$ cat src/rtl/y_sram_writer_if.sv
// Y-result stream and Y SRAM write port of the Y-update writer.
// The datapath drives in_yData/in_yValid; the writer drives op_yReady and the SRAM write bus.
interface y_sram_writer_if #(
    parameter int DATA_WIDTH = 16,
    parameter int ACC_WIDTH  = 24,
    parameter int ADDR_WIDTH = 8
);
    // Handshake: a word transfers at a rising edge where in_yValid && op_yReady.
    // op_yReady never depends on in_yValid; in_yData must be stable while in_yValid is high.
    logic [ACC_WIDTH-1:0]  in_yData;
    logic                  in_yValid;
    logic                  op_yReady;
    logic [ADDR_WIDTH-1:0] op_ySramAddr;
    logic [DATA_WIDTH-1:0] op_ySramWriteData;
    logic                  op_ySramWriteEnable;

    modport slave (
        input  in_yData,
        input  in_yValid,
        output op_yReady,
        output op_ySramAddr,
        output op_ySramWriteData,
        output op_ySramWriteEnable
    );

    modport master (
        output in_yData,
        output in_yValid,
        input  op_yReady,
        input  op_ySramAddr,
        input  op_ySramWriteData,
        input  op_ySramWriteEnable
    );
endinterface

$ cat src/rtl/y_sram_writer.sv
// Y SRAM write engine: buffers NUM_Y results in a small FIFO and writes them to consecutive addresses.
// Define YWRITE_SATURATE_EN to saturate incoming results instead of truncating them.
module y_sram_writer #(
    parameter int DATA_WIDTH = 16,
    parameter int ACC_WIDTH  = 24,
    parameter int ADDR_WIDTH = 8,
    parameter int NUM_Y      = 16,
    parameter int FIFO_DEPTH = 4,
    parameter int BASE_ADDR  = 0
) (
    input  logic             clock,
    input  logic             reset,
    input  logic             soft_rst,
    input  logic             in_writeYvalEnable,
    y_sram_writer_if.slave   y_bus,
    output logic             op_updateYwriteDoneFlag,
    output logic             op_writeBusy,
    output logic [1:0]       dbg_state
);
    typedef enum logic [1:0] {
        ST_IDLE  = 2'd0,
        ST_WRITE = 2'd1,
        ST_DONE  = 2'd2
    } state_t;

    localparam int PW = $clog2(FIFO_DEPTH);
    localparam logic [ADDR_WIDTH-1:0] BASE     = ADDR_WIDTH'(BASE_ADDR);
    localparam logic [ADDR_WIDTH:0]   NUM_CNT  = (ADDR_WIDTH+1)'(NUM_Y);
    localparam logic [PW:0]           FULL_CNT = (PW+1)'(FIFO_DEPTH);

    state_t                state;
    logic [DATA_WIDTH-1:0] mem [FIFO_DEPTH];
    logic [PW-1:0]         rd_ptr;
    logic [PW-1:0]         wr_ptr;
    logic [PW:0]           fill;
    logic [ADDR_WIDTH:0]   accept_count;
    logic [ADDR_WIDTH:0]   write_count;
    logic [DATA_WIDTH-1:0] in_word;
    logic                  push;
    logic                  pop;
    logic                  last_pop;

`ifdef YWRITE_SATURATE_EN
    localparam logic signed [ACC_WIDTH-1:0] SAT_MAX =
        {{(ACC_WIDTH-DATA_WIDTH+1){1'b0}}, {(DATA_WIDTH-1){1'b1}}};
    localparam logic signed [ACC_WIDTH-1:0] SAT_MIN = ~SAT_MAX;

    always_comb begin
        in_word = y_bus.in_yData[DATA_WIDTH-1:0];
        if ($signed(y_bus.in_yData) > SAT_MAX) begin
            in_word = {1'b0, {(DATA_WIDTH-1){1'b1}}};
        end else if ($signed(y_bus.in_yData) < SAT_MIN) begin
            in_word = {1'b1, {(DATA_WIDTH-1){1'b0}}};
        end
    end
`else
    // Plain truncation: the upper accumulator bits are dropped and values wrap.
    logic [ACC_WIDTH-1:0] unused_acc_bits;
    assign unused_acc_bits = y_bus.in_yData;
    assign in_word = y_bus.in_yData[DATA_WIDTH-1:0];
`endif

    assign y_bus.op_yReady = (state == ST_WRITE) && (fill != FULL_CNT) && (accept_count < NUM_CNT);
    assign push     = y_bus.in_yValid && y_bus.op_yReady;
    assign pop      = (state == ST_WRITE) && (fill != '0) && (write_count < NUM_CNT);
    assign last_pop = pop && (write_count == NUM_CNT - 1'b1);
    assign dbg_state = state;

    always_ff @(posedge clock) begin
        if (push) begin
            mem[wr_ptr] <= in_word;
        end
    end

    always_ff @(posedge clock or negedge reset) begin
        if (!reset) begin
            state                     <= ST_IDLE;
            rd_ptr                    <= '0;
            wr_ptr                    <= '0;
            fill                      <= '0;
            accept_count              <= '0;
            write_count               <= '0;
            y_bus.op_ySramAddr        <= BASE;
            y_bus.op_ySramWriteData   <= '0;
            y_bus.op_ySramWriteEnable <= 1'b0;
            op_updateYwriteDoneFlag   <= 1'b0;
            op_writeBusy              <= 1'b0;
        end else if (soft_rst) begin
            state                     <= ST_IDLE;
            rd_ptr                    <= '0;
            wr_ptr                    <= '0;
            fill                      <= '0;
            accept_count              <= '0;
            write_count               <= '0;
            y_bus.op_ySramAddr        <= BASE;
            y_bus.op_ySramWriteData   <= '0;
            y_bus.op_ySramWriteEnable <= 1'b0;
            op_updateYwriteDoneFlag   <= 1'b0;
            op_writeBusy              <= 1'b0;
        end else begin
            case (state)
                ST_IDLE: begin
                    y_bus.op_ySramWriteEnable <= 1'b0;
                    op_updateYwriteDoneFlag   <= 1'b0;
                    if (in_writeYvalEnable) begin
                        state              <= ST_WRITE;
                        op_writeBusy       <= 1'b1;
                        rd_ptr             <= '0;
                        wr_ptr             <= '0;
                        fill               <= '0;
                        accept_count       <= '0;
                        write_count        <= '0;
                        y_bus.op_ySramAddr <= BASE;
                    end
                end
                ST_WRITE: begin
                    if (push) begin
                        wr_ptr       <= wr_ptr + 1'b1;
                        accept_count <= accept_count + 1'b1;
                    end
                    if (pop) begin
                        rd_ptr                    <= rd_ptr + 1'b1;
                        write_count               <= write_count + 1'b1;
                        y_bus.op_ySramAddr        <= BASE + write_count[ADDR_WIDTH-1:0];
                        y_bus.op_ySramWriteData   <= mem[rd_ptr];
                        y_bus.op_ySramWriteEnable <= 1'b1;
                    end else begin
                        y_bus.op_ySramWriteEnable <= 1'b0;
                    end
                    case ({push, pop})
                        2'b10:   fill <= fill + 1'b1;
                        2'b01:   fill <= fill - 1'b1;
                        default: fill <= fill;
                    endcase
                    if (last_pop) begin
                        state <= ST_DONE;
                    end
                end
                ST_DONE: begin
                    // The final strobe is on the bus this cycle; the pulse follows it.
                    y_bus.op_ySramWriteEnable <= 1'b0;
                    op_updateYwriteDoneFlag   <= 1'b1;
                    op_writeBusy              <= 1'b0;
                    state                     <= ST_IDLE;
                end
                default: begin
                    state <= ST_IDLE;
                end
            endcase
        end
    end
endmodule
$ cat src/flat_wrapper.sv
// flat-port wrapper written by rule: the top's interface ports become plain ports
module y_sram_writer_flat 
#(
    parameter int DATA_WIDTH = 16,
    parameter int ACC_WIDTH  = 24,
    parameter int ADDR_WIDTH = 8,
    parameter int NUM_Y      = 16,
    parameter int FIFO_DEPTH = 4,
    parameter int BASE_ADDR  = 0
)
  (clock, reset, soft_rst, in_writeYvalEnable, op_updateYwriteDoneFlag, op_writeBusy, dbg_state, y_bus_in_yData, y_bus_in_yValid, y_bus_op_yReady, y_bus_op_ySramAddr, y_bus_op_ySramWriteData, y_bus_op_ySramWriteEnable);
  y_sram_writer_if #(.DATA_WIDTH(DATA_WIDTH), .ACC_WIDTH(ACC_WIDTH), .ADDR_WIDTH(ADDR_WIDTH)) y_bus_i ();
  input  logic clock;
  input  logic reset;
  input  logic soft_rst;
  input  logic in_writeYvalEnable;
  output logic op_updateYwriteDoneFlag;
  output logic op_writeBusy;
  output logic [1:0] dbg_state;
  input wire logic [$bits(y_bus_i.in_yData)-1:0] y_bus_in_yData;
  input wire logic [$bits(y_bus_i.in_yValid)-1:0] y_bus_in_yValid;
  output wire logic [$bits(y_bus_i.op_yReady)-1:0] y_bus_op_yReady;
  output wire logic [$bits(y_bus_i.op_ySramAddr)-1:0] y_bus_op_ySramAddr;
  output wire logic [$bits(y_bus_i.op_ySramWriteData)-1:0] y_bus_op_ySramWriteData;
  output wire logic [$bits(y_bus_i.op_ySramWriteEnable)-1:0] y_bus_op_ySramWriteEnable;
  assign y_bus_i.in_yData = y_bus_in_yData;
  assign y_bus_i.in_yValid = y_bus_in_yValid;
  assign y_bus_op_yReady = y_bus_i.op_yReady;
  assign y_bus_op_ySramAddr = y_bus_i.op_ySramAddr;
  assign y_bus_op_ySramWriteData = y_bus_i.op_ySramWriteData;
  assign y_bus_op_ySramWriteEnable = y_bus_i.op_ySramWriteEnable;
  y_sram_writer #(.DATA_WIDTH(DATA_WIDTH), .ACC_WIDTH(ACC_WIDTH), .ADDR_WIDTH(ADDR_WIDTH), .NUM_Y(NUM_Y), .FIFO_DEPTH(FIFO_DEPTH), .BASE_ADDR(BASE_ADDR)) u_core (.clock(clock), .reset(reset), .soft_rst(soft_rst), .in_writeYvalEnable(in_writeYvalEnable), .y_bus(y_bus_i), .op_updateYwriteDoneFlag(op_updateYwriteDoneFlag), .op_writeBusy(op_writeBusy), .dbg_state(dbg_state));
endmodule
$ cat config.mk
export PLATFORM = sky130hd
export DESIGN_NAME = y_sram_writer_flat
export DESIGN_NICKNAME = d
export VERILOG_FILES = /design/src/rtl/y_sram_writer_if.sv /design/src/rtl/y_sram_writer.sv /design/src/flat_wrapper.sv
export SDC_FILE = /design/constraint.sdc
export NUM_CORES = 1
export LEC_CHECK = 0
export ABC_AREA = 0
export BUFFER_PORTS_ARGS = -buffer_cell sky130_fd_sc_hd__buf_2
export CORE_ASPECT_RATIO = 1.2
export CORE_MARGIN = 1
export CORE_UTILIZATION = 45
export DETAILED_ROUTE_END_ITERATION = 6
export PLACE_DENSITY = 0.67
export SYNTH_ARGS = -nofsm -noshare
export SYNTH_HDL_FRONTEND = slang
export SYNTH_SLANG_ARGS = --single-unit
$ cat constraint.sdc
create_clock -name clock -period 2.8 [get_ports clock]
set_clock_uncertainty 0.05 [all_clocks]
set_input_delay 0.56 -clock clock [delete_from_list [all_inputs] [get_ports clock]]
set_output_delay 0.56 -clock clock [all_outputs]
set_load 0.01 [all_outputs]
==> results by group <==
Outcome
  – Status: finished, final reports clean

Routing
  – Via density: 5.45
  – Residual DRC: 0
  – Drt wl/cell: 17.4 um
  – DR vias: 2612
  – Initial DRC Count: 141
  – Post-route ant nets: 0
  – Final wirelength: 8360 um
  – Drt first pass iters: 4

Finish
  – FF/Latch Area: 0.00327 mm2
  – Nets: 379
  – Layout cells sized above 1: 0.334
  – Filler cells: 736
  – Antenna cells: 0
  – Fin area: 0.00561 mm2
  – Area grow syn2layout: 22.6%
  – Area of the multi-input gates: 0.00124 mm2
  – Final std cells w/o fill: 479

Global route
  – Vias in the first global route: 2625
  – Total congestion overflow: 0
  – First-pass GRT wire length: 13700 um
  – Initial antenna violation count: 0
  – Total Routing Usage GR: 0.179
  – Largest net degree at the start of global routing: 55

Pwr
  – Cell Pwr Density: 716 mW/mm2
  – Sw Share: 0.217
  – Register share of total power: 0.463
  – Leakage Power: 2.35 nW
  – VDD IR max: 0.548 mV
  – Sw power: 0.000871 W
  – Combinational share of power: 0.029
  – Cell-internal power: 0.00315 W
  – Clock share of power: 0.507

Synth
  – Syn nets: 311
  – Number of distinct library cells after synthesis: 42
  – Syn Std Cell Area: 0.00458 mm2
  – Yosys top cell by area: edfxtp_1
  – Top post-synthesis cells by area: edfxtp_1 (42%), dfrtp_1 (30%), mux4_2 (7.9%), a22o_1 (4.2%), and2_1 (1.6%)
  – Register bit total from synthesis: 118
  – Asr flop ratio synth: 0.458
  – Synth Flop Type: edfxtp_1
  – Yosys top cell area share: 0.420
  – Post-synth EDFFs: 64
  – Synth top cells by count: edfxtp_1 (64), dfrtp_1 (54), a22o_1 (22)
  – Ys Warns: 0
  – Cells after synthesis: 275
  – Most frequent cell after synthesis: edfxtp_1
  – Syn Area/Cell: 16.6 um2
  – Seq/Total Area, Yosys: 0.715

Setup path
  – Critical Path AT: 2680 ps
  – Crit-path leading delay family: simple AND/OR/NAND/NOR gates
  – R2R depth: 7
  – Buf+Inv Stages, Crit Path: 0
  – CP Capture Type: flop
  – CP max stage cell: or4b_4
  – Setup crit start kind: flop
  – Crit Path Max Fanout: 10
  – Critical Path RT: 3050 ps
  – Max incr delay on CP: 520 ps
  – Levels on crit path: 7
  – Kind of critical path: flop to flop
  – Cell chain of the critical path: or4b_4 -> a2111oi_4 -> nor2_2 -> fa_2 -> and3_4 -> o21a_1 -> o32ai_1

STA
  – Setup TNS: 0 ps
  – Final Max Tran Viols: 0
  – Crit share post-route: 0.866
  – RSZ-0062 raised after global routing: no
  – Fmax: 413 MHz
  – Post-layout minimum cycle time: 2420 ps
  – Slew headroom: 0.436
  – Final hold viol count: 0
  – Worst-Margin Slew: 846 ps
  – Setup-failing EPs final: 0

Place
  – Placed Cells incl. Taps: 447
  – Port bufs: 50
  – Routability cong.: 0.750
  – Post-DP Area: 0.00504 mm2
  – Post-DP HPWL: 5080 um

Clocking
  – CTS buffer count: 17
  – Clk root buf: clkbuf_16
  – Clock-pin transition on the worst setup and hold timing paths: 60 ps
  – Post-CTS setup buffers: 0
  – Clock sinks: 118
  – Cts repair resizes: 0
  – CTS tree: done
  – Clock buffer depth: 2
  – Worst-skew pair later-pin latency: 410 ps
  – H-Tree Depth: 4
  – Cts hold-fix bufs: 0

Floorplanning
  – Die Wd: 94.1 um
  – Placeable Area: 0.00971 mm2
  – Die height: 112 um
  – Ports: 59
  – Die Area: 0.0106 mm2
  – # rows: 39
  – Starting Density: 0.471

Flow run
  – Max cap viols: 0

Worst hold path
  – Worst hold-check path type: primary input to asynchronous set/reset pin
==> power groups by stage <==
stage	registers [W]	logic, W	clock network [W]
2_1_floorplan	0.00189	0.0000551	0
3_3_place_gp	0.00189	0.000117	0
3_5_place_dp	0.00189	0.000121	0
4_1_cts	0.00186	0.000121	0.00207
5_1_grt	0.00186	0.000132	0.00215
6_report	0.00186	0.000118	0.00204
==> flip-flops by register name, indices dropped and copies added (netlist names) <==
name	count
u_core.mem	64
u_core.y_bus.op_ySramWriteData	16
u_core.accept_count	9
u_core.write_count	9
u_core.y_bus.op_ySramAddr	8
u_core.fill	3
u_core.dbg_state	2
u_core.rd_ptr	2
u_core.wr_ptr	2
u_core.op_updateYwriteDoneFlag	1
u_core.op_writeBusy	1
u_core.y_bus.op_ySramWriteEnable	1
==> final timing paths <==
kind,slack [ps],endpoint,start
min in group clock,310,u_core.mem[0][7]$_DFFE_PP_,y_bus_in_yData[7]
setup / recovery,380,u_core.fill[2]$_DFFE_PN0P_,u_core.dbg_state[0]$_DFFE_PN0P_
setup reg to reg,380,u_core.fill[2]$_DFFE_PN0P_,u_core.dbg_state[0]$_DFFE_PN0P_
hold reg to reg,430,u_core.accept_count[7]$_DFFE_PN0P_,u_core.accept_count[7]$_DFFE_PN0P_
max in group asynchronous,2000,u_core.accept_count[8]$_DFFE_PN0P_,reset
hold / removal,220,u_core.y_bus.op_ySramAddr[7]$_DFFE_PN0P_,reset
==> cells in the final DEF (no fill, tap or decap), drive strengths merged, types with 2 or more instances in the layout <==
cell type and n:
a211oi 2, nand3 4, a22o 22, a21oi 3, nand2 10, nor2 16, nand2b 2, dfrtp 54
xnor2 3, buf 63, and3 5, xor2 4, and2 12, clkinv 7, nor3 5, o21ai 7
mux4 16, edfxtp 64, o21bai 2, ha 6, inv 9, clkbuf 19
==> worst reg2reg max path, delay by kind of cell, from the launching register on <==
kind	cells	cell delay (ps)
AOI/OAI and AO/OA	3	650
adders and majority gates	1	380
DFF	1	480
and+or+nand+nor	3	770
==> through the flow <==
| step | setup WS [ps] | power, W | hold slack [ps] | utilization |
|---|---|---|---|---|
| after floorplan | 12.6 | 0.00195 | 214 | - |
| after global placement | 402 | 0.00201 | 413 | 0.520 |
| after detailed placement | 383 | 0.00202 | 418 | 0.520 |
| after CTS | 372 | 0.00405 | 249 | 0.578 |
| after global routing | 284 | 0.00415 | 290 | 0.578 |
| final | 376 | 0.00402 | 221 | 0.578 |
==> routing by layer <==
layer  track usage  part of all wire  vias up
li1              -                 -     1187
met1         0.232              0.45     1345
met2         0.281              0.50       63
met3        0.0576             0.036       17
met4        0.0697             0.015        0
met5             0                 0        -
==> kinds of logic after synthesis <==
kind of cell,after synthesis,synth area share
and+or+nand+nor,62,0.0716
muxes,17,0.0812
AOI/OAI and AO/OA,45,0.0804
DFF,118,0.715
xor gates and xnor gates,7,0.0134
buffers and inverters,19,0.0175
adders and majority gates,7,0.0208
==> final cells by class <==
type                       instances  share of cell area
multi-input combinational        138               0.221
clock inverter                    13              0.0219
inverter                           5             0.00335
timing repair buffer              63              0.0642
clock buffer                      19              0.0789
tap                              123              0.0274
sequential                       118               0.583
Power figures use the tool's default switching activity.
